$ cat src/rtl/pc_pkg.sv
// Shared FSM encoding and default vector addresses for the fetch PC sequencer.
package pc_pkg;

    typedef enum logic [2:0] {
        RST_VEC  = 3'd0,
        RST_LOAD = 3'd1,
        RUN      = 3'd2,
        INT_VEC  = 3'd3,
        INT_LOAD = 3'd4
    } pc_state_e;

    localparam int DEF_RESET_VEC_ADDR = 0;
    localparam int DEF_INT_VEC_ADDR   = 1;

endpackage

$ cat src/rtl/pc_redir_sel.sv
// Priority select across redirect channels: channel 0 (oldest stage) wins.
// Purely combinational; reports whether any channel is valid plus the winning target.
module pc_redir_sel #(
    parameter int ADDR_W    = 8,
    parameter int NUM_REDIR = 4
) (
    input  logic [NUM_REDIR-1:0]        redir_valid_i,
    input  logic [NUM_REDIR*ADDR_W-1:0] redir_target_i,
    output logic                        any_vld_o,
    output logic [ADDR_W-1:0]           target_o
);

    always_comb begin
        any_vld_o = 1'b0;
        target_o  = '0;
        // Walk from the youngest channel down so the lowest index overwrites last.
        for (int i = NUM_REDIR - 1; i >= 0; i--) begin
            if (redir_valid_i[i]) begin
                any_vld_o = 1'b1;
                target_o  = redir_target_i[i*ADDR_W +: ADDR_W];
            end
        end
    end

endmodule

$ cat src/rtl/pc_seq_unit.sv
// Fetch PC sequencer: reset-vector boot, prioritised redirects, stall, optional interrupt entry.
// Interrupt support is compiled in only when PC_SEQ_INT_EN is defined.
module pc_seq_unit
    import pc_pkg::*;
#(
    parameter int ADDR_W         = 8,
    parameter int NUM_REDIR      = 4,
    parameter int RESET_VEC_ADDR = DEF_RESET_VEC_ADDR,
    parameter int INT_VEC_ADDR   = DEF_INT_VEC_ADDR
) (
    input  logic                        clk,
    input  logic                        rst,
    input  logic                        stall,
    input  logic [NUM_REDIR-1:0]        redir_valid,
    input  logic [NUM_REDIR*ADDR_W-1:0] redir_target,
    input  logic [ADDR_W-1:0]           vec_data,
    input  logic                        irq,
    output logic [ADDR_W-1:0]           pc,
    output logic                        pc_valid,
    output logic                        vec_fetch,
    output logic [ADDR_W-1:0]           vec_addr,
    output logic                        irq_ack,
    output logic [ADDR_W-1:0]           int_ret_pc
);

    pc_state_e         state_q;
    logic [ADDR_W-1:0] pc_q;
    logic              redir_any;
    logic [ADDR_W-1:0] redir_tgt;

    pc_redir_sel #(
        .ADDR_W    (ADDR_W),
        .NUM_REDIR (NUM_REDIR)
    ) u_redir_sel (
        .redir_valid_i  (redir_valid),
        .redir_target_i (redir_target),
        .any_vld_o      (redir_any),
        .target_o       (redir_tgt)
    );

`ifdef PC_SEQ_INT_EN
    logic [ADDR_W-1:0] int_ret_q;
    logic              irq_ack_q;

    always_ff @(posedge clk) begin
        if (rst) begin
            state_q   <= RST_VEC;
            pc_q      <= '0;
            int_ret_q <= '0;
            irq_ack_q <= 1'b0;
        end else begin
            irq_ack_q <= 1'b0;
            case (state_q)
                RST_VEC:  state_q <= RST_LOAD;
                RST_LOAD: begin
                    pc_q    <= vec_data;
                    state_q <= RUN;
                end
                RUN: begin
                    if (redir_any) begin
                        pc_q <= redir_tgt;
                    end else if (!stall) begin
                        if (irq) begin
                            int_ret_q <= pc_q;
                            irq_ack_q <= 1'b1;
                            state_q   <= INT_VEC;
                        end else begin
                            pc_q <= pc_q + 1'b1;
                        end
                    end
                end
                INT_VEC: begin
                    // A late branch from an older instruction replaces the return point.
                    if (redir_any) int_ret_q <= redir_tgt;
                    state_q <= INT_LOAD;
                end
                INT_LOAD: begin
                    if (redir_any) int_ret_q <= redir_tgt;
                    pc_q    <= vec_data;
                    state_q <= RUN;
                end
                default: state_q <= RST_VEC;
            endcase
        end
    end

    assign irq_ack    = irq_ack_q;
    assign int_ret_pc = int_ret_q;
`else
    logic unused_irq;
    assign unused_irq = irq;

    always_ff @(posedge clk) begin
        if (rst) begin
            state_q <= RST_VEC;
            pc_q    <= '0;
        end else begin
            case (state_q)
                RST_VEC:  state_q <= RST_LOAD;
                RST_LOAD: begin
                    pc_q    <= vec_data;
                    state_q <= RUN;
                end
                RUN: begin
                    if (redir_any) begin
                        pc_q <= redir_tgt;
                    end else if (!stall) begin
                        pc_q <= pc_q + 1'b1;
                    end
                end
                default: state_q <= RST_VEC;
            endcase
        end
    end

    assign irq_ack    = 1'b0;
    assign int_ret_pc = '0;
`endif

    always_comb begin
        vec_fetch = 1'b0;
        vec_addr  = '0;
        if (state_q == RST_VEC) begin
            vec_fetch = 1'b1;
            vec_addr  = ADDR_W'(RESET_VEC_ADDR);
        end else if (state_q == INT_VEC) begin
            vec_fetch = 1'b1;
            vec_addr  = ADDR_W'(INT_VEC_ADDR);
        end
    end

    assign pc       = pc_q;
    assign pc_valid = (state_q == RUN);

endmodule

$ cat config.mk
export PLATFORM = sky130hd
export DESIGN_NAME = pc_seq_unit
export DESIGN_NICKNAME = d
export VERILOG_FILES = /design/src/rtl/pc_pkg.sv /design/src/rtl/pc_redir_sel.sv /design/src/rtl/pc_seq_unit.sv
export SDC_FILE = /design/constraint.sdc
export NUM_CORES = 1
export LEC_CHECK = 0
export CAP_MARGIN = 20
export CORE_ASPECT_RATIO = 0.7
export CORE_MARGIN = 5
export CORE_UTILIZATION = 36
export CTS_CLUSTER_DIAMETER = 150
export CTS_CLUSTER_SIZE = 40
export DETAILED_ROUTE_END_ITERATION = 7
export PLACE_DENSITY_LB_ADDON = 0.08
export SYNTH_ARGS = -nofsm -noshare
export SYNTH_HDL_FRONTEND = slang
export SYNTH_HIERARCHICAL = 1
export SYNTH_SLANG_ARGS = --single-unit
export TNS_END_PERCENT = 30
$ cat constraint.sdc
create_clock -name clk -period 1.71 [get_ports clk]
set_input_delay 0.171 -clock clk [delete_from_list [all_inputs] [get_ports clk]]
set_output_delay 0.171 -clock clk [all_outputs]
set_load 0.1 [all_outputs]
==> impl_results.md, run 1 <==
* Status: complete, no violations
* First-pass GRT wire length at about 6000 µm
* Die area at 4290 µm²
* Worst vdd ir at between 0.8 and 0.9 mV
* Cell count after synthesis at 142
* TritonCTS Buffers at 3
* GP Congestion at just over 0.8
* Die Wd at roughly 76 µm
* Drt pass-1 iters at 4
* GRT Util Overall at 0.166
* Synth warnings at 6
* Fmax at about 620 MHz
* Setup TNS at 0 ns
* Final Cycle Share at 0.937
* # hold bufs at CTS at 0
* Max-Cap Viols at 0
* Initial antenna violation count at 0
* FILL cells at roughly 240
* Hold Fails Final Rpt at 0
* Site Rows at 16
* Utilization after layout at 0.672
* Drt initial violations at 29
* Power Dens Cells at 947 nW/µm²
* Flops & latches, synth at 10
* Fin cells at between 200 and 250
* Hold crit path type: register to register
* Vias per cell at about 5.2
* Dominant synthesized flop cell: dfxtp_1
* Layout cells sized above 1 at 0.234
* Nets@finish at roughly 260
* RSZ-0062 raised after global routing: no
* Max clock buf depth at 2
* Clock latency at the later pin of the worst-skew pair at ~0.23 ns
* Seq/Total Area, Yosys at 0.181
* Detail Placement HPWL at approximately 3000 µm
* WL per Instance at 15.1 µm
* Max-slew violations at 0
* Critical path startpoint category: register
* Die Span Y at between 50 and 60 µm
* Total grt overflow at 0
* CTS H-tree depth at 1
* Crit. End Element: register
* I/O pins at 75
* LEAKAGE at 0.797 nW
* Starting Density at 0.386
* Largest net degree at the start of global routing at 12
* Worst Skew at 0.00103 ns
* Clock root buffer: clkbuf_8
* Syn_area_per_cell at around 7.8 µm²
* Vias in the first global route at ~1.2k
* CORE AREA at 2860 µm²
* Clock slew at reported path FFs at 0.05 ns
* IO Port Bufs at between 50 and 60
* TritonCTS clock tree: built
* Post-synth EDFFs at 0
* Drc violations at 0
* CTS Sinks at 10
* DR vias at approximately 1.3k
* WS Path Type: register to register
* Yosys cell types at 44
* # diodes at 0
* Async set-reset flop share out of synthesis at 0
* Syn Std Cell Area at approximately 1100 µm²
* Minimum clock period at about 1.6 ns
* Layout area overhead at 74.2%
* Worst EP arrival at around 1.8 ns
* Inst Count DP at 240
* Setup violations, final at 0
* Critical-path maximum fanout at 5
* Req. time, crit path at about 1.9 ns
* Routed wire length at ~3700 µm
* Antenna-violating nets left at 0
## cell usage after synthesis, types with 5 or more instances
cell / count / share of area
a21oi_1: 12 / 0.054
a22oi_1: 6 / 0.041
a31oi_1: 5 / 0.028
buf_4: 17 / 0.12
dfxtp_1: 10 / 0.18
ha_1: 5 / 0.057
inv_1: 6 / 0.020
mux2i_1: 6 / 0.054
nand2_1: 8 / 0.027
nor2_1: 7 / 0.024
o21ai_0: 7 / 0.032
o22ai_1: 6 / 0.034
## state kept, by name (all words and copies together) (netlist names)
register  flops
pc            8
state_q       2
## cells by family after synthesis
family / after synthesis / share of synthesized area
compound gates: 49 / 0.313
simple gates: 42 / 0.215
buf+inv: 28 / 0.169
flops: 10 / 0.181
mux: 6 / 0.0544
fa+ha+maj: 5 / 0.0566
other cells: 1 / 0.00339
xor+xnor: 1 / 0.00793
## layer usage
| layer | part of all wire | GRT usage | wire [µm] | vias up |
|---|---|---|---|---|
| li1 | - | - | - | 633 |
| met1 | 0.43 | 0.220 | 1610 | 590 |
| met2 | 0.48 | 0.265 | 1790 | 45 |
| met3 | 0.079 | 0.0607 | 294 | 4 |
| met4 | 0.0040 | 0.0224 | 15 | 0 |
| met5 | 0 | 0 | 0 | - |
## worst max-delay path, stage by stage, from the launching register on
cell and delay (ns):
dfxtp_2 0.37, inv_2 0.07, ha_4 0.29, clkinvlp_4 0.18
a21oi_2 0.31, o211ai_1 0.14, a21oi_1 0.15
## final timing paths
check	from	end	slack, ns	depth (start not counted)
hold / removal	pc[1]	pc[1]	0.50	2
hold reg to reg	pc[1]	pc[1]	0.50	2
setup reg to reg	state_q[1]	pc[1]	0.11	6
setup / recovery	state_q[1]	pc[1]	0.11	6
## repair_timing
action / in CTS / in global routing
buffers inserted: 0 / 1
endpoints found under the setup margin: 2 / 6
resized for setup: 2 / 6
cloned: 0 / 1
pin swaps: 1 / 4
## power by group
| part | internal, mW | total [mW] | switching [mW] |
|---|---|---|---|
| sequential | 0.285 | 0.380 | 0.0941 |
| clock | 0.154 | 0.246 | 0.0920 |
| combinational | 0.443 | 1.20 | 0.754 |
## layout make-up
type	instances	area (µm²)	share of cell area
multi-input cells	120	817	0.425
inverters	6	26.3	0.0137
clock buffers	3	41.3	0.0215
repair buffers	70	788	0.410
flip-flops and latches	10	206	0.107
well taps	36	45.0	0.0234
## metrics by stage
step | hold WS, ns | setup slack [ns] | area, µm² | total power [mW]
after floorplan | 0.346 | -0.204 | 1200 | 1.17
after global placement | 0.476 | -0.196 | 1850 | 1.54
after detailed placement | 0.493 | -0.291 | 1850 | 1.56
after CTS | 0.501 | 0.00312 | 1890 | 1.81
after global routing | 0.519 | 0.0104 | 1920 | 1.91
final | 0.503 | 0.108 | 1920 | 1.82
## placed cells by master, fill, tap and decap left out, drive strengths merged, types with 2 or more instances in the layout
cell type       n
buf            24
inv             5
dlymetal6s2s    4
and3            3
nand3           3
clkbuf          3
mux2i           6
clkdlybuf4s50  42
o21ai           7
nand4           3
nand2           8
a211oi          2
nor2            8
a31oi           6
conb           16
ha              5
a21oi          15
nor2b           3
dfxtp          10
a22oi           6
o22ai           7
nand3b          2
nor3            2
nand2b          4
(Power assumes the default switching activity.)
==> inputs of run 2 (changes only) <==
--- a/config.mk
+++ b/config.mk
@@ -8,11 +8,11 @@
 export CAP_MARGIN = 20
 export CORE_ASPECT_RATIO = 0.7
 export CORE_MARGIN = 5
-export CORE_UTILIZATION = 36
+export CORE_UTILIZATION = 34
 export CTS_CLUSTER_DIAMETER = 150
 export CTS_CLUSTER_SIZE = 40
 export DETAILED_ROUTE_END_ITERATION = 7
-export PLACE_DENSITY_LB_ADDON = 0.08
+export PLACE_DENSITY = 0.78
 export SYNTH_ARGS = -nofsm -noshare
 export SYNTH_HDL_FRONTEND = slang
 export SYNTH_HIERARCHICAL = 1
==> impl_results.md, run 2 (same netlist as run 1, synthesis figures left out) <==
* Max-slew violations at 0 (unchanged)
* Fmax at 617 MHz (-1.2%)
* Total grt overflow at 0 (unchanged)
* DR vias at 1263 (-0.71%)
* Hold crit path type: register to register
* Largest net degree at the start of global routing at 13 (+1)
* Hold_sp: pc[1]
* Pwr Total at 1.90 mW (+3.9%)
* CTS H-tree depth at 1 (unchanged)
* Top Metal Used: met3
* Die area at 4510 µm² (+5.0%)
* M1 wire length at 1550 µm (-3.9%)
* R2r setup slk at 0.09 ns (-0.02 ns)
* Final Cycle Share at 0.948 (+0.0114)
* # diodes at 0 (unchanged)
* WL met3 at 214 µm (-27%)
* Critical path startpoint category: register
* CORE AREA at 3130 µm² (+9.2%)
* Minimum clock period at 1.62 ns (+0.0195 ns)
* Most common cell after layout, fill and taps aside: clkdlybuf4s50_1
* Hold Fails Final Rpt at 0 (unchanged)
* Starting Density at 0.353 (-0.0326)
* First-pass GRT wire length at 5260 µm (-12%)
* Wire length on met2 at 1700 µm (-5.1%)
* Drc violations at 0 (unchanged)
* I/O pins at 75 (unchanged)
* Worst Hold Depth at 2 (unchanged)
* Clock latency at the later pin of the worst-skew pair at 0.24 ns (about the same)
* Setup violations, final at 0 (unchanged)
* Die Span Y at 57.7 µm (+2.4%)
* Clock slew at reported path FFs at 0.06 ns (about the same)
* Worst vdd ir at 1.04 mV (+19%)
* WL per Instance at 13.7 µm (-9.4%)
* Status: complete, no violations
* Utilization after layout at 0.630 (-0.0420)
* Routed wire length at 3460 µm (-6.8%)
* RSZ-0062 raised after global routing: yes
* Hold EP: pc[1]
* Max-Cap Viols at 0 (unchanged)
* CTS Sinks at 10 (unchanged)
* Antenna-violating nets left at 0 (unchanged)
* TritonCTS Buffers at 3 (unchanged)
* Reg2Reg Depth at 6 (unchanged)
* LEAKAGE at 0.802 nW (+0.57%)
* Initial antenna violation count at 0 (unchanged)
* Crit Reg-Reg Endpoint: pc[0]
* Detail Placement HPWL at 2880 µm (-5.6%)
* Crit. End Element: register
* GRT Util Overall at 0.144 (-0.0226)
* WS Path Type: register to register
* Max FFs per register at 8 (unchanged)
* Clock root buffer: clkbuf_8
* # hold bufs at CTS at 0 (unchanged)
* Site Rows at 17 (+1)
* Critical-path maximum fanout at 10 (+5)
* IO Port Bufs at 57 (unchanged)
* Worst Skew at 0.00840 ns (+0.00736 ns)
* Vias per cell at 5.01 (-3.5%)
* Drt initial violations at 42 (+45%)
* TritonCTS clock tree: built
* GP Congestion at 0.845 (+2.0%)
* Vias in the first global route at 1105 (-9.7%)
* Fin Hold WS at 0.507 ns (+0.00445 ns)
* Max clock buf depth at 2 (unchanged)
* Worst EP arrival at 1.74 ns (about the same)
* Power Dens Cells at 962 nW/µm² (+1.5%)
* Layout cells sized above 1 at 0.252 (+0.0179)
* Req. time, crit path at 1.83 ns (-0.03 ns)
* Die Wd at 78.1 µm (+2.5%)
* Setup TNS at 0 ns (unchanged)
* Drt pass-1 iters at 4 (unchanged)
* Nets@finish at 268 (+1.5%)
* Commonest non-fill, non-tap cells in the layout: 45 x clkdlybuf4s50_1, 18 x buf_4, 16 x conb_1
* R2R Path Start: state_q[0]
* Layout area overhead at 78.4%
==> run 2: worst max path at each step <==
stage                   startpoint  endpoint
floorplan               state_q[1]     pc[0]
global placement    redir_valid[2]     pc[7]
CTS                 redir_valid[2]     pc[0]
detailed placement  redir_valid[2]     pc[0]
global route            state_q[1]     pc[0]
finish                  state_q[0]     pc[0]
==> run 2: critical path, cell delays in order, from the launching register on <==
cell	delay, ns
dfxtp_4	0.36
inv_2	0.06
ha_4	0.29
clkinvlp_4	0.16
a21oi_4	0.30
nor2_1	0.10
a2111oi_2	0.23
==> run 2: through the flow <==
| stage | area, µm² | std cells | worst slack [ns] |
|---|---|---|---|
| after floorplan | 1200 | 157 | -0.204 |
| after global placement | 1870 | 244 | -0.161 |
| after detailed placement | 1870 | 244 | -0.205 |
| after CTS | 1920 | 248 | 0.0238 |
| after global routing | 1970 | 252 | -0.0180 |
| final | 1970 | 252 | 0.0884 |
==> run 2: cell type report <==
class / instances / area (µm²)
repair buffers: 75 / 818
clock buffers: 4 / 55.1
well taps: 38 / 47.5
inverters: 6 / 26.3
flip-flops and latches: 10 / 209
fillers: 267 / 1160
multi-input cells: 119 / 815
==> run 2: where the power goes <==
part | switching (mW) | leakage, nW | total [mW] | internal [mW]
Combinational | 0.746 | 0.688 | 1.21 | 0.465
Clock | 0.103 | 0.0288 | 0.306 | 0.203
Sequential | 0.0918 | 0.0846 | 0.378 | 0.286
Total | 0.941 | 0.802 | 1.90 | 0.954
==> run 2: what timing repair did <==
item | CTS | global route
setup endpoints to repair | 0 | 4
setup buffers | 0 | 4
gates resized for setup | 0 | 6
==> run 2: metal layers <==
layer  vias to the layer above  global-route usage
met2                        31               0.229
li1                        639                   -
met1                       593               0.197
met5                         -                   0
met4                         0             0.00723
met3                         0              0.0512
==> inputs of run 3 (changes only) <==
--- a/config.mk
+++ b/config.mk
@@ -5,6 +5,7 @@
 export SDC_FILE = /design/constraint.sdc
 export NUM_CORES = 1
 export LEC_CHECK = 0
+export ABC_CLOCK_PERIOD_IN_PS = 1710
 export CAP_MARGIN = 20
 export CORE_ASPECT_RATIO = 0.7
 export CORE_MARGIN = 5
@@ -12,9 +13,8 @@
 export CTS_CLUSTER_DIAMETER = 150
 export CTS_CLUSTER_SIZE = 40
 export DETAILED_ROUTE_END_ITERATION = 7
-export PLACE_DENSITY = 0.78
+export PLACE_DENSITY_LB_ADDON = 0.1
 export SYNTH_ARGS = -nofsm -noshare
 export SYNTH_HDL_FRONTEND = slang
-export SYNTH_HIERARCHICAL = 1
 export SYNTH_SLANG_ARGS = --single-unit
 export TNS_END_PERCENT = 30
==> impl_results.md, run 3 <==
* CTS H-tree depth at 1 (unchanged)
* Total grt overflow at 0 (unchanged)
* Max clock buf depth at 2 (unchanged)
* # hold bufs at CTS at 0 (unchanged)
* Drt pass-1 iters at 4 (unchanged)
* Register share of total power at 0.209 (+0.010)
* CORE AREA at 3230 µm² (+3.4%)
* Clk pwr share at 0.166 (+0.004)
* Post-synth EDFFs at 0 (unchanged)
* Hold_sp: redir_valid[2]
* Vias per cell at 5.12 (+2.2%)
* I/O pins at 75 (unchanged)
* Top delay family on crit path: buffers and inverters
* Clock root buffer: clkbuf_8
* TritonCTS clock tree: built
* Top Metal Used: met4
* Starting Density at 0.363 (+0.00927)
* Hold Fails Final Rpt at 0 (unchanged)
* Max FFs per register at 8 (unchanged)
* Seq/Total Area, Yosys at 0.171 (-0.0104)
* Status: complete, no violations
* Place WS at -0.345 ns (-0.139 ns)
* Synth area leaders: dfxtp_1 17%, buf_4 10%, ha_1 5.3%, nand3b_1 5.1%, inv_1 3.8%
* WL met3 at 278 µm (+30%)
* Net Sw Power at 874 µW (-7.2%)
* Area leader, netlist: dfxtp_1
* Die Wd at 80.2 µm (+2.6%)
* Clock slew at reported path FFs at 0.05 ns (about the same)
* Switching Fraction at 0.494 (-0.00271)
* DR vias at 1352 (+7.0%)
* Clock latency at the later pin of the worst-skew pair at 0.23 ns (about the same)
* Crit. End Element: register
* Final Cycle Share at 0.996 (+0.0477)
* Slowest stage cell, crit path: clkdlybuf4s50_1
* TritonCTS Buffers at 3 (unchanged)
* Yosys cell types at 44 (unchanged)
* Crit Reg-Reg Endpoint: pc[6]
* GRT Util Overall at 0.151 (+0.00722)
* Detail Placement HPWL at 3060 µm (+6.4%)
* LEAKAGE at 0.803 nW (+0.15%)
* Placed standard-cell area at 1950 µm² (+4.4%)
* Cell Int Power at 895 µW (-6.1%)
* Worst Skew at 0.000632 ns (-0.00776 ns)
* Power Dens Cells at 854 nW/µm² (-11%)
* GP Congestion at 0.886 (+4.9%)
* Reg2Reg Depth at 6 (unchanged)
* Syn_area_per_cell at 7.61 µm² (-2.2%)
* Bufs and invs on worst path at 3 (+1)
* Dominant synthesized flop cell: dfxtp_1
* Synth warnings at 0 (-6)
* Layout cells sized above 1 at 0.253 (+0.00112)
* Flops & latches, synth at 10 (unchanged)
* First-pass GRT wire length at 5800 µm (+10%)
* Worst Hold Depth at 5 (+3)
* Layout area overhead at 76.6%
* Critical path startpoint category: primary input
* Commonest non-fill, non-tap cells in the layout: 44 x clkdlybuf4s50_1, 16 x conb_1, 12 x buf_12
* M1 wire length at 1710 µm (+11%)
* Nets@finish at 271 (+1.1%)
* WS Path Type: primary input to register
* Initial antenna violation count at 0 (unchanged)
* Drt initial violations at 56 (+33%)
* R2r setup slk at 0.09 ns (about the same)
* Async set-reset flop share out of synthesis at 0 (unchanged)
* Hold crit path type: primary input to register
* Critical-path maximum fanout at 7 (-3)
* Hold EP: pc[0]
* Comb power frac at 0.625 (-0.014)
* Routed wire length at 3770 µm (+9.0%)
* RSZ-0062 raised after global routing: yes
* Commonest cells post-synth: 16 x buf_4, 12 x inv_1, 11 x nand2_1, 11 x nor2_1, 10 x dfxtp_1
* IO Port Bufs at 57 (unchanged)
* Design Area, Final at 2070 µm² (+5.1%)
* Most common cell after layout, fill and taps aside: clkdlybuf4s50_1
* Worst vdd ir at 0.635 mV (-39%)
* Req. time, crit path at 1.84 ns (about the same)
* Antenna-violating nets left at 0 (unchanged)
* Worst setup margin at 0.00671 ns (-0.0816 ns)
* Setup violations, final at 0 (unchanged)
* Syn Std Cell Area at 1170 µm² (+6.1%)
* Drc violations at 0 (unchanged)
* Fmax at 587 MHz (-4.8%)
* R2R Path Start: state_q[0]
* Site Rows at 17 (unchanged)
* Critical Path, Cell by Cell: clkdlybuf4s50_1 -> buf_4 -> nor4_1 -> buf_4 -> o211a_1 -> a211oi_2 -> o41ai_2
* Cell mode on critical path: buf_4
* Die area at 4740 µm² (+5.2%)
* # diodes at 0 (unchanged)
* Worst EP arrival at 1.84 ns (+0.10 ns)
* Largest net degree at the start of global routing at 19 (+6)
* Top cell type's share of synthesized area at 0.171 (-0.0104)
* Wire length on met2 at 1750 µm (+3.2%)
* WL per Instance at 14.3 µm (+4.1%)
* Max-slew violations at 0 (unchanged)
* CP max stage delay at 0.44 ns (+0.08 ns)
* Top-count cell post-synth: buf_4
* CTS Sinks at 10 (unchanged)
* Minimum clock period at 1.70 ns (+0.0816 ns)
* Cell count after synthesis at 154 (+8.5%)
* Max-Cap Viols at 0 (unchanged)
* Vias in the first global route at 1254 (+13%)
* Die Span Y at 59.1 µm (+2.5%)
[run 3: metal layers]
layer,track usage,vias to the layer above
met5,0,-
met4,0.0145,0
met3,0.0334,4
met2,0.254,61
met1,0.205,626
li1,-,661
[run 3: cell families (layout without fill, tap and decap cells)]
| kind of cell | count (synthesis) | count (layout) | synth area share |
|---|---|---|---|
| AO/OA/AOI/OAI | 45 | 45 | 0.311 |
| XOR/XNOR | 3 | 3 | 0.0224 |
| adder cells (fa/ha/maj) | 5 | 5 | 0.0534 |
| buffers and inverters | 37 | 85 | 0.177 |
| flip-flops | 10 | 10 | 0.171 |
| multiplexers | 2 | 2 | 0.0171 |
| other | 1 | 16 | 0.00320 |
| AND/OR/NAND/NOR | 51 | 51 | 0.245 |
[run 3: metrics by stage]
step	cells	TNS, ns	total power, mW	utilization	hold slack, ns
floorplan	169	-0.542	1.09	-	0.374
global placement	259	-1.98	1.45	0.602	0.513
CTS	263	-0.0318	1.77	0.620	0.528
global route	264	-0.180	1.85	0.640	0.545
finish	264	0	1.77	0.640	0.522
detailed placement	259	-2.34	1.46	0.602	0.519
[run 3: area by class of cell]
class	count	area, µm²
clock buffer	4	55.1
timing repair buffer	69	792
tap	47	58.8
fill	276	1160
multi-input combinational	122	901
inverter	12	48.8
sequential	10	215
[run 3: worst max-delay path by stage]
stage	startpoint	to	slack (ns)	depth (start not counted)
after floorplan	state_q[1]	pc[7]	-0.17	6
after global placement	redir_valid[3]	pc[5]	-0.29	5
after detailed placement	redir_valid[3]	pc[7]	-0.34	5
after CTS	redir_valid[3]	pc[6]	-0.02	7
after global routing	redir_valid[3]	pc[5]	-0.06	7
final	redir_valid[3]	pc[5]	0.007	7
[run 3: worst register-to-register path, stage by stage, from the launching register on]
cell and delay (ns):
dfxtp_2 0.33, inv_2 0.09, ha_4 0.21, nor2b_1 0.30, o2111ai_2 0.20, a211oi_2 0.28, o41ai_2 0.08
[run 3: timing repair]
item                       in CTS  in global routing
setup endpoints to repair       7                  5
setup buffers                   0                  1
pin swaps                       0                  6
resized for setup               1                 10
[run 3: power by group through the flow]
| stage | clock, mW | combinational [mW] | sequential, mW |
|---|---|---|---|
| floorplan | 0 | 0.524 | 0.568 |
| global placement | 0 | 1.09 | 0.368 |
| detailed placement | 0 | 1.09 | 0.369 |
| CTS | 0.305 | 1.10 | 0.366 |
| global route | 0.317 | 1.16 | 0.376 |
| finish | 0.294 | 1.11 | 0.369 |
